<file path="src/rtl/snake_block_plotter.sv">
// Pixel back end for snake drawing commands: expands cell draws into 16
// plots and screen clears into a full 160x120 black fill.
module snake_block_plotter #(
  parameter int CELL_W = 40,
  parameter int CELL_H = 30
) (
  input  logic       clk,
  input  logic       rst,
  input  logic       req_valid,
  output logic       req_ready,
  input  logic [5:0] req_cell_x,
  input  logic [4:0] req_cell_y,
  input  logic [2:0] req_colour,
  output logic       req_err,
  input  logic       clear_start,
  output logic       clear_done,
  output logic       busy,
  output logic [7:0] vga_x,
  output logic [6:0] vga_y,
  output logic [2:0] vga_colour,
  output logic       vga_plot
);

  localparam logic [7:0] X_LAST = 8'(4 * CELL_W - 1);
  localparam logic [6:0] Y_LAST = 7'(4 * CELL_H - 1);

  typedef enum logic [1:0] {
    IDLE,
    DRAW,
    CLEAR,
    CDONE
  } state_t;

  state_t      state;
  logic [5:0]  cell_x;
  logic [4:0]  cell_y;
  logic [2:0]  colour;
  logic        bad;
  logic [3:0]  p;
  logic [7:0]  cx;
  logic [6:0]  cy;
  logic        pend;
  logic        req_bad;

  assign req_bad = (req_cell_x >= 6'(CELL_W)) ||
                   (req_cell_y >= 5'(CELL_H));

  assign req_ready = (state == IDLE) && !pend && !clear_start;

  always_ff @(posedge clk) begin
    if (!rst) begin
      state  <= IDLE;
      cell_x <= '0;
      cell_y <= '0;
      colour <= '0;
      bad    <= 1'b0;
      p      <= '0;
      cx     <= '0;
      cy     <= '0;
      pend   <= 1'b0;
    end else begin
      if (clear_start)
        pend <= 1'b1;
      case (state)
        IDLE: begin
          // a clear request wins over a draw offered in the same cycle
          if (pend || clear_start) begin
            state <= CLEAR;
            cx    <= '0;
            cy    <= '0;
            pend  <= 1'b0;
          end else if (req_valid && req_ready) begin
            state  <= DRAW;
            cell_x <= req_cell_x;
            cell_y <= req_cell_y;
            colour <= req_colour;
            bad    <= req_bad;
            p      <= '0;
          end
        end
        DRAW: begin
          p <= p + 4'd1;
          if (p == 4'd15)
            state <= IDLE;
        end
        CLEAR: begin
          if (cx == X_LAST) begin
            cx <= '0;
            if (cy == Y_LAST) begin
              cy    <= '0;
              state <= CDONE;
            end else begin
              cy <= cy + 7'd1;
            end
          end else begin
            cx <= cx + 8'd1;
          end
        end
        CDONE: state <= IDLE;
        default: state <= IDLE;
      endcase
    end
  end

  always_comb begin
    vga_x      = '0;
    vga_y      = '0;
    vga_colour = '0;
    vga_plot   = 1'b0;
    case (state)
      DRAW: begin
        vga_x      = {cell_x, 2'b00} + {6'b0, p[1:0]};
        vga_y      = {cell_y, 2'b00} + {5'b0, p[3:2]};
        vga_colour = colour;
        vga_plot   = !bad;
      end
      CLEAR: begin
        vga_x    = cx;
        vga_y    = cy;
        vga_plot = 1'b1;
      end
      default: ;
    endcase
  end

  assign req_err    = (state == DRAW) && bad && (p == 4'd0);
  assign clear_done = (state == CDONE);
  assign busy       = (state != IDLE);

endmodule

</file>
<file path="config.mk">
export PLATFORM = sky130hd
export DESIGN_NAME = snake_block_plotter
export DESIGN_NICKNAME = d
export VERILOG_FILES = /design/src/rtl/snake_block_plotter.sv
export SDC_FILE = /design/constraint.sdc
export NUM_CORES = 1
export LEC_CHECK = 0
export ABC_AREA = 0
export BUFFER_PORTS_ARGS = -buffer_cell sky130_fd_sc_hd__buf_2
export CORE_ASPECT_RATIO = 0.6
export CORE_MARGIN = 2
export CORE_UTILIZATION = 49
export CTS_BUF_LIST = sky130_fd_sc_hd__clkbuf_16
export DETAILED_ROUTE_END_ITERATION = 7
export GPL_ROUTABILITY_DRIVEN = 0
export PLACE_DENSITY = 0.86
export SYNTH_ARGS = -nofsm -noshare
export SYNTH_HDL_FRONTEND = slang
export SYNTH_SLANG_ARGS = --single-unit
</file>
<file path="constraint.sdc">
create_clock -name clk -period 2.1 [get_ports clk]
set_input_delay 0.42 -clock clk [delete_from_list [all_inputs] [get_ports clk]]
set_output_delay 0.42 -clock clk [all_outputs]
set_load 0.01 [all_outputs]
</file>
==> metrics.yaml <==
run_status:
  status: "completed"
power:
  p_per_area_nw_per_um2: 1100
  p_leak_nw: 0.951
  ir_drop_v: 0.000480
  p_total_w: 0.00276
yosys:
  synth_cell_types: 42
  synth-edff-count: 0
  synth_area_leader_cell: "dfxtp_1"
  ys.flop_type: "dfxtp_1"
  seq_area_frac_synth: 0.374
  avgSynthCellArea_sq_um: 8.01
  synth_warnings: 0
  synth_area_leaders: "dfxtp_1, a21oi_1, nand2_1"
  synthArstFlopShare: 0
  synth_top_area_frac: 0.374
  synth_area_sq_um: 1980
  ys_ff_latch: 37
  synth_most_common_cell: "dfxtp_1"
  synthCells: 247
  synthTopCellsByCount: "dfxtp_1, nand2_1, a21oi_1"
  synthesis.nets: 273
worst_setup_path:
  setup.worst_path.class: "flip-flop to primary output"
  arrival_ps: 1650
  worstPathRequired_ps: 1680
  path_buf_inv: 4
  critPathMaxStageDelay_ps: 410
  crit_family: "buffers and inverters"
  crit_path_end_kind: "primary output"
  path_max_fanout: 5
  crit_path_frequent_cell: "inv_2"
  slowest_stage: "or3b_4"
  crit_chain: "inv_2, ha_2, or3b_4, inv_2, buf_4, buf_2"
  start_kind: "flip-flop"
detailed_routing:
  routed_wl_mm: 5.23
  vias_per_cell: 5.73
  drtIter0Drc: 102
  wire_per_inst_microns: 15.1
  drc_errors: 0
  route.vias.total: 1987
  postRouteAntennaNets: 0
  drt_pass1_iterations: 4
cts:
  insertion_delay_ps: 290
  postCtsSetupBuffers: 0
  clockBufferDepth: 2
  path_clk_slew_ps: 60
  cts.sinks: 37
  h-tree-depth: 2
  numCtsBuffers: 5
  cts_tree: "built"
  root_buffer: "clkbuf_16"
  hold_buffers: 0
place:
  dp_hpwl_mm: 3.74
  place_ws_ps: 73.1
  dp_cells: 339
  port_buffers: 40
floorplan:
  pin_count: 41
  core_area_sq_um: 3760
  start_util: 0.525
  die_area_sq_um: 4580
  rows: 17
  fp.dieH_microns: 53.2
  die_x_microns: 86.0
finish:
  post-route-util: 0.665
  fin_cells: 347
  n_antenna_cell: 0
  layout.nets: 325
  drive_above_1_share: 0.257
  area.growth.synth_to_final_pct: 26.6
timing:
  fin_crit_sh: 0.985
  min_period_ps: 2070
  tightest_slew_ps: 494
  maxSlewHeadroom: 0.669
  setup_viol: 0
  fmax_mhz: 483
  timing.final.ws_setup_ps: 31.7
  finClkSkew_ps: 4.75
  hold_violations: 0
  timing.final.max_slew_violations: 0
  tns_ps: 0
global_routing:
  overflow: 0
  grt_pass1_vias: 1818
  grt_pass1_wl_mm: 8.56
  grt_max_degree: 29
  track_usage: 0.245
  antenna_found_initial: 0
worst_hold_path:
  min_path_type: "primary input to flip-flop"
job:
  maxCapViolCount: 0
[registers in the layout (all words and copies together), names as in the netlist]
register	flops
cy	7
pend	1
colour	3
cell_y	5
cx	8
p	4
bad	1
cell_x	6
state	2
[layout by cell type (no fill, tap or decap), types with 2 or more instances in the layout]
master,synthesis,routed
buf_2,2,40
dfxtp_1,37,37
nand2_1,36,36
a21oi_1,27,27
buf_4,0,19
nor2b_1,17,17
a22oi_1,16,16
nor2_1,13,13
nand3_1,8,8
ha_1,8,7
inv_1,7,5
o21ai_0,6,5
o31ai_1,5,5
or4_1,5,5
clkbuf_16,0,5
and2_1,4,4
nand4_1,3,3
xnor2_1,3,3
o41ai_1,3,3
o21a_1,2,2
inv_2,0,2
nand4b_1,2,2
o21ai_1,1,2
nor4b_1,2,2
nor3_1,2,2
nand3b_1,2,2
xor2_1,2,2
a32oi_1,2,2
o211ai_1,2,2
or3_1,2,2
[layer usage]
layer  vias up  track usage  routed length [microns]
li1        996            -                        -
met1       924        0.329                     2550
met5         -            0                        0
met3         8       0.0499                      319
met4         0       0.0873                       57
met2        59        0.394                     2310
[metrics by stage]
step	instance area, sq um	hold WS [ps]
global route	2500	398
global placement	2350	437
finish	2500	366
floorplan	1980	432
CTS	2500	363
detailed placement	2350	443
[cells by family after synthesis]
family | synth area share
simple gates | 0.287
buf+inv | 0.0449
flops | 0.374
compound gates | 0.221
xor+xnor | 0.0221
fa+ha+maj | 0.0506
[cell type report]
cell class / count / area [sq um]
clock inverters: 3 / 21.3
clock buffers: 5 / 125
multi-input cells: 187 / 1170
repair buffers: 60 / 363
fillers: 324 / 1260
well taps: 47 / 58.8
flip-flops and latches: 37 / 741
inverters: 8 / 30.0
[final timing paths]
path / to / startpoint / slack [ps] / cells past startpoint
max: req_ready / state[1] / 30 / 6
min: colour[1] / req_colour[1] / 370 / 3
max reg2reg: cx[7] / state[1] / 110 / 7
min reg2reg: colour[0] / colour[0] / 450 / 2
[worst min-delay path, delay by kind of cell]
| family | cells | cell delay [ps] |
|---|---|---|
| buffers and inverters | 1 | 90 |
| AO/OA/AOI/OAI | 1 | 50 |
| AND/OR/NAND/NOR | 1 | 40 |
[repair_timing]
item | 4_1_cts | 5_1_grt
hold endpoints to repair | 0 | 0
endpoints found under the setup margin | 1 | 14
gates resized for setup | 1 | 4
gates cloned | 0 | 0
[power breakdown]
group	leakage (nW)	switching [W]	total [W]	internal, W
Clock	0.0702	0.000305	0.000746	0.000441
Sequential	0.300	0.0000537	0.000833	0.000779
Combinational	0.580	0.000688	0.00118	0.000495
Note: power is estimated with default switching activity, not from simulation.
